## src/rtl/hazard_pkg.sv

```systemverilog
// hazard_pkg: shared types and constants for the pipeline hazard controller.
//   state_t          - controller FSM states
//   X0_IDX           - register index of the hardwired zero register
//   MEM_TIMEOUT_DEF  - default consecutive memory-stall limit
package hazard_pkg;

    typedef enum logic {
        RUN     = 1'b0,
        MD_WAIT = 1'b1
    } state_t;

    localparam logic [4:0] X0_IDX          = 5'd0;
    localparam int         MEM_TIMEOUT_DEF = 255;

endpackage

```

## src/rtl/hazard_ctrl_perf_counter.sv

```systemverilog
// perf_counter: enable-driven, wrapping event counter.
//   i_clk, i_rst_n : clock, asynchronous active-low reset
//   i_en           : count this cycle
//   o_cnt          : current count, wraps modulo 2^CNT_W
module perf_counter #(
    parameter int CNT_W = 32
) (
    input  logic             i_clk,
    input  logic             i_rst_n,
    input  logic             i_en,
    output logic [CNT_W-1:0] o_cnt
);

    logic [CNT_W-1:0] r_cnt;

    always_ff @(posedge i_clk or negedge i_rst_n) begin
        if (!i_rst_n)  r_cnt <= '0;
        else if (i_en) r_cnt <= r_cnt + 1'b1;
    end

    assign o_cnt = r_cnt;

endmodule

```

## src/rtl/hazard_ctrl.sv

```systemverilog
// hazard_ctrl: stage-register sequencing for the 5-stage RV32I pipeline.
// Resolves, in priority order: data-memory wait states, multi-cycle mul/div,
// taken-branch flushes and load-use stalls. All controls are Mealy outputs.
//   clk, rst_n                      : clock, asynchronous active-low reset
//   id_rs1/rs2_addr, id_uses_rs1/2  : sources read by the ID instruction
//   ID_EX_memRead, ID_EX_rd         : EX instruction is a load / its rd
//   ex_branch_taken                 : EX redirects the PC
//   ex_md_valid, md_done            : mul/div in EX / result-valid pulse
//   mem_req, mem_ready              : MEM access pending / completing
//   *_write, *_flush                : stage register load / bubble controls
//   md_start                        : one-cycle start pulse to mul/div
//   mem_timeout                     : sticky memory-stall timeout flag
//   stall_cnt, flush_cnt            : performance counters
module hazard_ctrl
    import hazard_pkg::*;
#(
    parameter int CNT_W       = 32,
    parameter int MEM_TIMEOUT = MEM_TIMEOUT_DEF
) (
    input  logic             clk,
    input  logic             rst_n,
    input  logic [4:0]       id_rs1_addr,
    input  logic [4:0]       id_rs2_addr,
    input  logic             id_uses_rs1,
    input  logic             id_uses_rs2,
    input  logic             ID_EX_memRead,
    input  logic [4:0]       ID_EX_rd,
    input  logic             ex_branch_taken,
    input  logic             ex_md_valid,
    input  logic             md_done,
    input  logic             mem_req,
    input  logic             mem_ready,
    output logic             pc_write,
    output logic             IF_ID_write,
    output logic             ID_EX_write,
    output logic             EX_MEM_write,
    output logic             IF_ID_flush,
    output logic             ID_EX_flush,
    output logic             EX_MEM_flush,
    output logic             MEM_WB_flush,
    output logic             md_start,
    output logic             mem_timeout,
    output logic [CNT_W-1:0] stall_cnt,
    output logic [CNT_W-1:0] flush_cnt
);

    localparam int             MW_W   = $clog2(MEM_TIMEOUT + 1);
    localparam logic [MW_W-1:0] MW_MAX = MW_W'(MEM_TIMEOUT);

    state_t          r_state, w_state_nxt;
    logic            r_done_pend;
    logic [MW_W-1:0] r_mw_cnt, w_mw_nxt;
    logic            r_mem_timeout;

    logic w_mem_stall, w_load_use, w_done_any;
    logic w_pend_set, w_pend_clr, w_flush_evt;

    assign w_mem_stall = mem_req && !mem_ready;
    assign w_done_any  = md_done || r_done_pend;
    assign w_load_use  = ID_EX_memRead && (ID_EX_rd != X0_IDX) &&
                         ((ID_EX_rd == id_rs1_addr && id_uses_rs1) ||
                          (ID_EX_rd == id_rs2_addr && id_uses_rs2));

    always_comb begin
        pc_write     = 1'b1;
        IF_ID_write  = 1'b1;
        ID_EX_write  = 1'b1;
        EX_MEM_write = 1'b1;
        IF_ID_flush  = 1'b0;
        ID_EX_flush  = 1'b0;
        EX_MEM_flush = 1'b0;
        MEM_WB_flush = 1'b0;
        md_start     = 1'b0;
        w_state_nxt  = r_state;
        w_pend_set   = 1'b0;
        w_pend_clr   = 1'b0;
        w_flush_evt  = 1'b0;

        if (!rst_n) begin
            // Hold every stage and load bubbles everywhere while in reset.
            pc_write     = 1'b0;
            IF_ID_write  = 1'b0;
            ID_EX_write  = 1'b0;
            EX_MEM_write = 1'b0;
            IF_ID_flush  = 1'b1;
            ID_EX_flush  = 1'b1;
            EX_MEM_flush = 1'b1;
            MEM_WB_flush = 1'b1;
        end else if (w_mem_stall) begin
            pc_write     = 1'b0;
            IF_ID_write  = 1'b0;
            ID_EX_write  = 1'b0;
            EX_MEM_write = 1'b0;
            MEM_WB_flush = 1'b1;
            // A completion we cannot act on yet is remembered for later.
            w_pend_set   = (r_state == MD_WAIT) && md_done;
        end else if (r_state == RUN && ex_md_valid) begin
            pc_write     = 1'b0;
            IF_ID_write  = 1'b0;
            ID_EX_write  = 1'b0;
            EX_MEM_flush = 1'b1;
            md_start     = 1'b1;
            w_state_nxt  = MD_WAIT;
        end else if (r_state == MD_WAIT && !w_done_any) begin
            pc_write     = 1'b0;
            IF_ID_write  = 1'b0;
            ID_EX_write  = 1'b0;
            EX_MEM_flush = 1'b1;
        end else if (r_state == MD_WAIT) begin
            w_pend_clr   = 1'b1;
            w_state_nxt  = RUN;
        end else if (ex_branch_taken) begin
            // Branch wins over load-use: the dependent instruction is squashed.
            IF_ID_flush  = 1'b1;
            ID_EX_flush  = 1'b1;
            w_flush_evt  = 1'b1;
        end else if (w_load_use) begin
            pc_write     = 1'b0;
            IF_ID_write  = 1'b0;
            ID_EX_flush  = 1'b1;
        end
    end

    assign w_mw_nxt = !w_mem_stall      ? '0 :
                      (r_mw_cnt == MW_MAX) ? r_mw_cnt : r_mw_cnt + 1'b1;

    always_ff @(posedge clk or negedge rst_n) begin
        if (!rst_n) begin
            r_state       <= RUN;
            r_done_pend   <= 1'b0;
            r_mw_cnt      <= '0;
            r_mem_timeout <= 1'b0;
        end else begin
            r_state  <= w_state_nxt;
            r_mw_cnt <= w_mw_nxt;
            if (w_pend_set)      r_done_pend <= 1'b1;
            else if (w_pend_clr) r_done_pend <= 1'b0;
            if (w_mem_stall && w_mw_nxt == MW_MAX) r_mem_timeout <= 1'b1;
        end
    end

    assign mem_timeout = r_mem_timeout;

    perf_counter #(.CNT_W(CNT_W)) u_stall_cnt (
        .i_clk   (clk),
        .i_rst_n (rst_n),
        .i_en    (!pc_write),
        .o_cnt   (stall_cnt)
    );

    perf_counter #(.CNT_W(CNT_W)) u_flush_cnt (
        .i_clk   (clk),
        .i_rst_n (rst_n),
        .i_en    (w_flush_evt),
        .o_cnt   (flush_cnt)
    );

endmodule

```

## config.mk

```make
export PLATFORM = sky130hd
export DESIGN_NAME = hazard_ctrl
export DESIGN_NICKNAME = d
export VERILOG_FILES = /design/src/rtl/hazard_pkg.sv /design/src/rtl/hazard_ctrl_perf_counter.sv /design/src/rtl/hazard_ctrl.sv
export SDC_FILE = /design/constraint.sdc
export NUM_CORES = 1
export LEC_CHECK = 0
export CAP_MARGIN = 25
export CORE_UTILIZATION = 50
export CTS_BUF_LIST = sky130_fd_sc_hd__clkbuf_2
export CTS_CLUSTER_SIZE = 40
export DETAILED_ROUTE_END_ITERATION = 16
export GPL_ROUTABILITY_DRIVEN = 0
export PLACE_DENSITY = 0.9
export SLEW_MARGIN = 20
export SYNTH_ARGS = -nofsm -noshare
export SYNTH_HDL_FRONTEND = slang
export SYNTH_HIERARCHICAL = 1
export SYNTH_SLANG_ARGS = --single-unit
```

## constraint.sdc

```tcl
create_clock -name clk -period 3.19 [get_ports clk]
set_clock_uncertainty 0.15 [all_clocks]
set_input_delay 0.319 -clock clk [delete_from_list [all_inputs] [get_ports clk]]
set_output_delay 0.319 -clock clk [all_outputs]
set_load 0.05 [all_outputs]
```

After elaboration in Yosys (flattened, before gate mapping)
Cells that the tools add are included.
{"block": "totals", "ff_bits": 75, "inputBits": 25, "out_inout_bits": 74, "wordCells": 81}
{"block": "op_classes", "n_addsub": 3, "eq_ne": 5, "mux": 49, "bitwise": 2, "n_reduce_logical": 16}
{"cell": "32-bit by 1-bit adder with 32-bit output (second input constant)", "n": 2}
{"cell": "1-bit two-way mux", "n": 47}
{"cell": "8-bit == test (second input constant)", "n": 2}
{"cell": "8-bit two-way mux", "n": 2}
{"cell": "5-bit == test", "n": 2}
{"cell": "1-bit logical AND", "n": 9}
{"cell": "8-bit by 1-bit adder with 8-bit output (second input constant)", "n": 1}
{"cell": "5-bit nonzero test", "n": 1}
{"cell": "3-bit AND reduction", "n": 1}
{"cell": "1-bit zero test", "n": 2}
{"cell": "1-bit logical OR", "n": 2}
{"cell": "2-bit != test (second input constant)", "n": 1}
{"cell": "1-bit NOT", "n": 2}
{"cell": "2-bit nonzero test", "n": 1}

Logic depth before layout (Yosys ltp)
Gate-level depths: netlist of run 1.
{"block": "logic_depth", "ltp_word": 11, "ltp_mapped": 12, "mapped_depth_nobuf": 9}

Cells and area by module
The synthesis of run 1 kept the hierarchy.
{"module": "perf_counter at u_stall_cnt", "n_inst": 1, "cells_each": 128, "area_per_inst_um2": 1475.2, "seq_area_each_um2": 800.8}
{"module": "perf_counter at u_flush_cnt", "n_inst": 1, "cells_each": 123, "area_per_inst_um2": 1448.9, "seq_area_each_um2": 800.8}
{"module": "hazard_ctrl", "n_inst": 1, "cells_each": 96, "area_per_inst_um2": 828.3, "seq_area_each_um2": 275.3}

Worst setup path after synthesis of run 1
No wires, ideal clock.
{"block": "synth_timing", "kind": "in2reg", "startpoint": "input port mem_ready", "endpoint": "register u_flush_cnt.r_cnt[23], in the netlist u_flush_cnt/o_cnt[23]", "setup_ps": 82, "arrival_time_ps": 3247, "required_time_ps": 2958, "setup_slack_ps": -289, "path_stages": 10, "n_path_buf": 2, "path_cell_list": "nand2b_1 clkbuf_2 and2_0 clkbuf_1 inv_1 nor2_1 nand4_4 or4_4 nor4_2 xor2_1"}
{"block": "synth_via", "elab_chain_cells": 4}
{"item": "start, declared", "line": "hazard_ctrl.sv:32", "rtl": "input logic mem_ready,"}
{"item": "1-bit zero test", "line": "hazard_ctrl.sv:58", "rtl": "assign w_mem_stall = mem_req && !mem_ready;"}
{"item": "1-bit logical AND", "line": "hazard_ctrl.sv:58"}
{"item": "1-bit two-way mux", "line": "hazard_ctrl.sv:89", "rtl": "end else if (w_mem_stall) begin"}
{"item": "1-bit two-way mux", "line": "hazard_ctrl.sv:79", "rtl": "if (!rst_n) begin"}
{"item": "via w_flush_evt", "line": "hazard_ctrl.sv:56", "rtl": "logic w_pend_set, w_pend_clr, w_flush_evt;"}
{"item": "end signal, assigned", "line": "hazard_ctrl_perf_counter.sv:18", "rtl": "else if (i_en) r_cnt <= r_cnt + 1'b1;"}
{"item": "end, declared", "line": "hazard_ctrl_perf_counter.sv:14", "rtl": "logic [CNT_W-1:0] r_cnt;"}
The timed path passes the listed nets, and every way through them passes these cells.
A chain may end at the register's enable or synchronous reset.

Worst setup path in the final report of run 1
{"block": "layout_timing", "startpoint": "register r_state", "endpoint": "output port IF_ID_flush"}
{"block": "layout_via", "elab_chain_cells": 5, "word_cells_on_any_way": 8, "classes_between": "mux: 5; bitwise: 1; reduce/logical: 2"}
{"item": "start, declared", "line": "hazard_ctrl.sv:50", "rtl": "state_t r_state, w_state_nxt;"}
{"item": "start signal, assigned", "line": "hazard_ctrl.sv:134", "rtl": "r_state <= w_state_nxt;"}
{"item": "1-bit two-way mux (tied with other cells)", "line": "hazard_ctrl.sv:109", "rtl": "end else if (r_state == MD_WAIT) begin"}
{"item": "1-bit two-way mux / 1-bit logical AND (equally long branches)", "line": "hazard_ctrl.sv:104, hazard_ctrl.sv:97"}
{"item": "1-bit two-way mux (*)", "line": "hazard_ctrl.sv:97", "rtl": "end else if (r_state == RUN && ex_md_valid) begin"}
{"item": "1-bit two-way mux (*)", "line": "hazard_ctrl.sv:89"}
{"item": "1-bit two-way mux (*)", "line": "hazard_ctrl.sv:79"}
{"item": "end, declared", "line": "hazard_ctrl.sv:37", "rtl": "output logic IF_ID_flush,"}
Every way passes the cells marked *; elsewhere a longest branch is shown, timed or not.

==> results.yml, run 1 <==
drt:
  viasPerCell: 5.46
  drc_errors: 0
  drt_first_pass_iters: 4
  totalWireLength_um: 8420
  drtIter0Drc: 179
  post_drt_wl_per_cell_um: 15.1
  num_vias: 3039
  ant_nets: 0
die:
  die_area_sq_um: 7860
  die_x_um: 88.6
  core_sq_um: 7250
  start_util: 0.517
  fp-row-count: 31
  io_pins: 99
  die_h_um: 88.6
placement:
  io_buffer_count: 98
  dpl_cell_area_sq_um: 4850
  dp_hpwl_um: 6340
  dp.cells: 542
  dp_slack_ns: 0.115
setup_path:
  setup.worst_path.start: "r_state"
  r2r-start: "r_state"
  rr_endpoint: "u_flush_cnt/o_cnt[23]"
  endpoint: "IF_ID_flush"
  rrSetupSlack_ns: 0.75
  crit_family: "buffers and inverters"
  path_cells: "nor2_1 > nand2_1 > o21ai_0 > clkdlybuf4s50_1"
  worstPathArrival_ns: 2.21
  slowest_stage: "clkdlybuf4s50_1"
  worstPathRequired_ns: 2.72
  worstSetupPathDepth: 4
  crit_path_start_kind: "flop"
  r2r_cells: 7
  critPathKind: "reg2out"
  endpoint_kind: "output port"
  path_max_fanout: 9
  critPathBufInv: 1
  crit_path_max_incr_delay_ns: 0.84
final_layout:
  area_growth_pct: 33.5
  nFillCells: 564
  nets: 483
  final_cells: 557
  drive_gt1_frac: 0.0895
  final_common_cell: "clkdlybuf4s50_1"
  postLayoutCellArea_sq_um: 5010
  mostFrequentLayoutCells: "92 x clkdlybuf4s50_1, 75 x dfrtp_1, 50 x xnor2_1"
  antenna_cells: 0
cts:
  path_clk_slew_ns: 0.17
  cts_tree: "built"
  cts_made_buffers: 9
  cts_sinks: 75
  cts_root_buffer: "clkbuf_2"
  htreeDepth: 3
  cts_setup_buffers: 0
  clk_latency_ns: 0.49
  clockBufferDepth: 2
synth:
  syn_inst: 347
  yosysWarnings: 6
  ys_ff_latch: 75
  synth.distinct_cells: 50
  syn-num-nets: 375
  yosysSeqAreaShare: 0.500
  synth.area.top_cells: "dfrtp_1 50%, xnor2_1 12%, xor2_1 5.6%, nand4_1 3.2%, nand2_1 2.8%"
  postSynthAreaPerCell_sq_um: 10.8
  synth_top_cell_by_area: "dfrtp_1"
  synth_area_sq_um: 3750
  yosys.area.top_type_share: 0.500
  async_flop_share: 1.00
  synth_edf_count: 0
  ys.flop_type: "dfrtp_1"
sta:
  setup_tns_ns: 0
  rsz0062_at_grt: "no"
  worst_pin_slew_ns: 0.946
  maxSlewHeadroom: 0.369
  fmax_mhz: 374
  slew_violations: 0
  worst_slack_ns: 0.513
  period_needed_ns: 2.68
  finalHoldViolations: 0
  setup_viol: 0
  finalCritPeriodShare: 0.839
grt:
  grtUsageTotal: 0.227
  met1_usage: 0.291
  grt_pass1_vias: 2904
  grt_max_degree: 77
  antenna_found_initial: 0
  grt_use_met3: 0.0429
  overflow: 0
  grt_pass1_wl_um: 13600
  met2_usage: 0.380
  busiest_layer: "met2"
power_and_ir_drop:
  p_leak_uw: 0.00223
  irDropWorstVdd_mv: 0.424
  power.density_nw_per_um2: 501
flow_run:
  cap_violations: 0
status:
  outcome: "complete, no violations"
worst_hold_path:
  worstHoldPathType: "in2reg"
==> cells in the mapped netlist, types with 2 or more instances <==
library cell	count
xor2_1	24
a22o_1	2
nor4_1	6
buf_2	2
nor4_2	2
nor3_1	10
ha_1	3
nand2_1	28
nand4_4	2
o21ai_0	6
and4_1	8
nand4_1	19
nand3_1	21
mux2_2	2
mux2i_1	3
a31oi_1	4
dfrtp_1	75
and3_1	16
clkbuf_1	4
clkbuf_2	2
inv_1	6
and2_1	9
xnor2_1	50
nor2_1	17
==> power breakdown <==
group          switching, uW  leakage (uW)  internal [uW]  total [uW]
clock network            316     0.0000878            330         646
registers                112       0.00101           1030        1140
logic                    453       0.00114            269         722
==> tightest hold or removal path: stages <==
cell and delay [ns]:
clkdlybuf4s50_1 0.44, nand2_1 0.09, o21ai_0 0.07
==> registers in the layout, indices dropped and copies added, names as in the netlist <==
register and cells:
r_state 1, r_mw_cnt 8, u_stall_cnt/o_cnt 32, mem_timeout 1, r_done_pend 1, u_flush_cnt/o_cnt 32
==> metal layers <==
metal	vias to the layer above	share of wire	routed length (um)
met5	-	0	0
met4	0	0.015	126
met3	14	0.054	455
met2	115	0.50	4190
met1	1468	0.43	3650
li1	1442	-	-
==> worst min path at each step <==
stage | startpoint | to | slack [ns] | cells past startpoint
finish | ex_md_valid | r_state | 0.33 | 3
global route | u_stall_cnt/o_cnt[31] | u_stall_cnt/o_cnt[31] | 0.36 | 1
CTS | ex_md_valid | r_state | 0.30 | 3
detailed placement | mem_timeout | mem_timeout | 0.32 | 1
global placement | mem_timeout | mem_timeout | 0.31 | 1
floorplan | rst_n | mem_timeout | -0.13 | 0
==> cells by family after synthesis <==
group / after synthesis / synth area share
simple gates: 150 / 0.238
xor+xnor: 75 / 0.177
flops: 75 / 0.500
compound gates: 24 / 0.0437
buf+inv: 15 / 0.0173
mux: 5 / 0.0140
fa+ha+maj: 3 / 0.0100
==> through the flow <==
stage                     power, uW  utilization  hold WS, ns
after floorplan                1610            -       -0.127
after global placement         1870        0.669        0.308
after detailed placement       1890        0.669        0.321
after CTS                      2530        0.691        0.300
after global routing           2630        0.691        0.357
final                          2510        0.691        0.329
==> cell type report <==
class | instances | area, sq um | area share
Sequential cell | 75 | 1880 | 0.375
Multi-Input combinational cell | 257 | 1810 | 0.361
Timing Repair Buffer | 106 | 1030 | 0.205
Tap cell | 99 | 124 | 0.0247
Clock inverter | 5 | 104 | 0.0207
Clock buffer | 9 | 45.0 | 0.00899
Inverter | 6 | 22.5 | 0.00449
==> timing repair <==
action                                  in CTS  in global routing
endpoints found under the setup margin       0                  0
endpoints found under the hold margin       75                  0
resized for setup                            0                  0
hold buffers                                 1                  0
(Power assumes the default switching activity.)
==> run 2, diff against run 1 <==
==> constraint.sdc (replaced) <==
create_clock -name clk -period 2.7 [get_ports clk]
set_clock_uncertainty 0.15 [all_clocks]
set_input_delay 0.27 -clock clk [delete_from_list [all_inputs] [get_ports clk]]
set_output_delay 0.27 -clock clk [all_outputs]
set_load 0.05 [all_outputs]
==> results.yml, run 2 (synthesis results as in run 1) <==
final_layout:
  final_common_cell: "clkdlybuf4s50_1"
  postLayoutCellArea_sq_um: 5130
  mostFrequentLayoutCells: "88 x clkdlybuf4s50_1, 75 x dfrtp_1, 50 x xnor2_1"
  nFillCells: 518
  nets: 495
  antenna_cells: 0
  drive_gt1_frac: 0.131
  area_growth_pct: 36.7
die:
  die_h_um: 88.6
  start_util: 0.517
  core_sq_um: 7250
  die_x_um: 88.6
  fp-row-count: 31
  die_area_sq_um: 7860
  io_pins: 99
sta:
  worst_pin_slew_ns: 0.700
  period_needed_ns: 2.58
  setup_viol: 0
  finalCritPeriodShare: 0.957
  fmax_mhz: 387
  slew_violations: 0
  setup_tns_ns: 0
  maxSlewHeadroom: 0.530
  rsz0062_at_grt: "no"
  worst_slack_ns: 0.115
  finalHoldViolations: 0
cts:
  htreeDepth: 3
  cts_tree: "built"
  clockBufferDepth: 2
  cts_root_buffer: "clkbuf_2"
  cts_made_buffers: 9
  clk_latency_ns: 0.51
  cts_sinks: 75
  path_clk_slew_ns: 0.20
drt:
  drt_first_pass_iters: 4
  post_drt_wl_per_cell_um: 15.2
  totalWireLength_um: 8670
  num_vias: 3092
  viasPerCell: 5.42
  drc_errors: 0
  ant_nets: 0
  drtIter0Drc: 121
setup_path:
  rr_endpoint: "u_flush_cnt/o_cnt[23]"
  worstPathRequired_ns: 2.28
  r2r_cells: 7
  endpoint_kind: "output port"
  rrSetupSlack_ns: 0.36
  r2r-start: "r_state"
  path_max_fanout: 3
  endpoint: "pc_write"
  critPathKind: "in2out"
  setup.worst_path.start: "ID_EX_rd[1]"
  crit_path_start_kind: "input pin"
  worstPathArrival_ns: 2.16
power_and_ir_drop:
  p_int_uw: 1790
  switchingPower_uw: 1060
  irDropWorstVdd_mv: 0.429
  p_leak_uw: 0.00230
  clock_power_share: 0.208
  comb_power_share: 0.316
  sequentialPowerShare: 0.476
  power.density_nw_per_um2: 556
  sw_frac_of_total: 0.372
grt:
  grtUsageTotal: 0.238
  grt_pass1_vias: 3025
  antenna_found_initial: 0
  grt_max_degree: 51
  grt_pass1_wl_um: 14100
  overflow: 0
placement:
  dp_hpwl_um: 6630
  dp_slack_ns: -0.369
  io_buffer_count: 98
  dpl_cell_area_sq_um: 5010
worst_hold_path:
  worstHoldPathType: "in2async"
flow_run:
  cap_violations: 0
status:
  outcome: "complete, no violations"
-- run 2: power by group through the flow --
| stage | clock, uW | sequential [uW] | combinational [uW] |
|---|---|---|---|
| final | 592 | 1360 | 901 |
| after global routing | 654 | 1380 | 953 |
| after CTS | 609 | 1360 | 906 |
| after detailed placement | 0 | 1380 | 901 |
| after global placement | 0 | 1370 | 883 |
| after floorplan | 0 | 1620 | 283 |
-- run 2: routing by layer --
metal,part of all wire,up-vias,global-route usage
met5,0,-,0
met4,0.010,0,0.0865
met3,0.052,10,0.0588
met2,0.51,98,0.405
met1,0.42,1511,0.296
li1,-,1473,-
-- run 2: area by class of cell --
cell class,count,area (sq um),area share
Clock inverter,5,52.6,0.0102
Timing Repair Buffer,118,1170,0.228
Multi-Input combinational cell,257,1820,0.356
Tap cell,99,124,0.0241
Sequential cell,75,1880,0.366
Inverter,6,26.3,0.00512
Clock buffer,11,55.1,0.0107
-- run 2: worst min-delay path by stage --
stage	slack [ns]	start	end	cells after the start
5_1_grt	0.17	rst_n	u_stall_cnt/o_cnt[24]	3
6_report	0.18	rst_n	u_stall_cnt/o_cnt[27]	3
3_5_place_dp	0.19	rst_n	u_stall_cnt/o_cnt[23]	2
2_1_floorplan	-0.18	rst_n	mem_timeout	0
3_3_place_gp	0.18	rst_n	u_stall_cnt/o_cnt[24]	2
4_1_cts	0.13	rst_n	u_stall_cnt/o_cnt[5]	3
-- run 2: through the flow --
stage                     utilization  std cells  power (uW)  hold slack (ns)
after floorplan                     -        347        1910           -0.176
after global placement          0.690        554        2250            0.180
after detailed placement        0.690        554        2280            0.186
after CTS                       0.707        571        2870            0.127
after global routing            0.707        571        2990            0.169
final                           0.707        571        2850            0.179
-- run 2: timing repair --
item | CTS | global route
hold buffers | 1 | 0
buffers inserted | 0 | 0
gates resized for setup | 0 | 1
setup endpoints to repair | 0 | 1
endpoints found under the hold margin | 26 | 0
-- run 2: worst max-delay path: stages --
cell and delay [ns]:
clkdlybuf4s50_1 0.47, or4_1 0.55, o211ai_1 0.28, buf_4 0.18, o31a_1 0.24, buf_12 0.17
==> run 3, diff against run 2 <==
--- a/config.mk
+++ b/config.mk
@@ -12,6 +12,7 @@
 export DETAILED_ROUTE_END_ITERATION = 16
 export GPL_ROUTABILITY_DRIVEN = 0
 export PLACE_DENSITY = 0.9
+export REMOVE_ABC_BUFFERS = 1
 export SLEW_MARGIN = 20
 export SYNTH_ARGS = -nofsm -noshare
 export SYNTH_HDL_FRONTEND = slang
==> results.yml, run 3 (synthesis results as in run 1) <==
final_layout:
  drive_gt1_frac: 0.119
  nets: 494
  mostFrequentLayoutCells: "88 x clkdlybuf4s50_1, 75 x dfrtp_1, 50 x xnor2_1"
  area_growth_pct: 37.4
  final_common_cell: "clkdlybuf4s50_1"
  antenna_cells: 0
  final_util: 0.711
  nFillCells: 552
sta:
  slew_violations: 0
  setup_tns_ns: 0
  setup_viol: 0
  worst_pin_slew_ns: 0.710
  period_needed_ns: 2.58
  rsz0062_at_grt: "no"
  finalHoldViolations: 0
  timing.hold.ws_ns: 0.265
  fmax_mhz: 388
  finalCritPeriodShare: 0.954
  maxSlewHeadroom: 0.523
drt:
  ant_nets: 0
  met2_length_um: 4350
  drc_errors: 0
  wl_met1_um: 3730
  highest_layer: "met4"
  drtIter0Drc: 136
  post_drt_wl_per_cell_um: 15.1
  drt_first_pass_iters: 4
  viasPerCell: 5.44
  totalWireLength_um: 8610
  route.met3.wl_um: 431
  num_vias: 3094
setup_path:
  rrSetupSlack_ns: 0.32
  crit_family: "simple AND/OR/NAND/NOR gates"
  worstPathArrival_ns: 2.85
  crit_path_max_incr_delay_ns: 0.52
  critPathBufInv: 1
  crit_path_start_kind: "input pin"
  r2r-start: "r_state"
  critPathKind: "in2reg"
  rr_endpoint: "u_flush_cnt/o_cnt[23]"
  r2r_cells: 8
  path_cells: "clkdlybuf4s50_1 > xnor2_1 > nand2_1 > o22ai_1 > o211ai_1 > o31ai_1 > and4_1 > nand4_1 > nor4_1 > xor2_1"
  worstPathRequired_ns: 2.97
  slowest_stage: "o31ai_1"
  path_max_fanout: 3
  setup.worst_path.start: "ID_EX_rd[1]"
  endpoint_kind: "flop"
status:
  outcome: "complete, no violations"
cts:
  cts_sinks: 75
  cts_made_buffers: 9
  clk_latency_ns: 0.50
  htreeDepth: 3
  clockBufferDepth: 2
  cts_setup_buffers: 0
  cts_resized: 0
  cts_root_buffer: "clkbuf_2"
  cts_tree: "built"
  path_clk_slew_ns: 0.22
grt:
  grt_pass1_wl_um: 13800
  overflow: 0
  antenna_found_initial: 0
  grtUsageTotal: 0.234
  grt_max_degree: 81
  grt_pass1_vias: 2940
die:
  fp-row-count: 31
  die_h_um: 88.6
  core_sq_um: 7250
  die_area_sq_um: 7860
  die_x_um: 88.6
  start_util: 0.517
  io_pins: 99
power_and_ir_drop:
  p_leak_uw: 0.00231
  power.density_nw_per_um2: 569
  irDropWorstVdd_mv: 0.374
worst_hold_path:
  worstHoldPathType: "in2async"
placement:
  io_buffer_count: 98
  dp_hpwl_um: 6390
flow_run:
  cap_violations: 0
[run 3: worst max path at each step]
stage                                  endpoint  slack [ns]  depth (start not counted)
final                     u_stall_cnt/o_cnt[21]        0.12                         10
after global routing      u_stall_cnt/o_cnt[21]       0.003                         10
after CTS                              pc_write        0.15                          6
after detailed placement  u_stall_cnt/o_cnt[21]       -0.31                         10
after global placement    u_stall_cnt/o_cnt[27]       -0.23                         10
after floorplan           u_flush_cnt/o_cnt[23]       -0.78                          8
[run 3: layout make-up]
class,instances,area [sq um],share of cell area
flip-flops and latches,75,1880,0.364
clock inverters,6,81.3,0.0158
inverters,6,22.5,0.00437
repair buffers,117,1200,0.232
clock buffers,9,45.0,0.00874
well taps,99,124,0.0240
multi-input cells,257,1810,0.351
[run 3: metrics by stage]
step	cell area (sq um)	power, uW	setup slack (ns)	std cells
6_report	5160	2930	0.125	569
5_1_grt	5160	3070	0.00289	569
4_1_cts	5100	2940	0.154	566
3_5_place_dp	4970	2270	-0.308	551
3_3_place_gp	4970	2250	-0.235	551
2_1_floorplan	3710	1890	-0.777	338
[run 3: tightest hold or removal path: stages]
cell	delay, ns
dlygate4sd3_1	0.55
buf_4	0.13
buf_4	0.15
buf_12	0.21
[run 3: power by group]
group          internal [uW]  switching (uW)
Combinational            355             548
Clock                    295             384
Sequential              1220             133
Total                   1870            1070
[run 3: layer usage]
| layer | GRT usage | up-vias |
|---|---|---|
| met5 | 0 | - |
| met4 | 0.101 | 0 |
| met3 | 0.0420 | 7 |
| met2 | 0.394 | 105 |
| met1 | 0.297 | 1516 |
| li1 | - | 1466 |
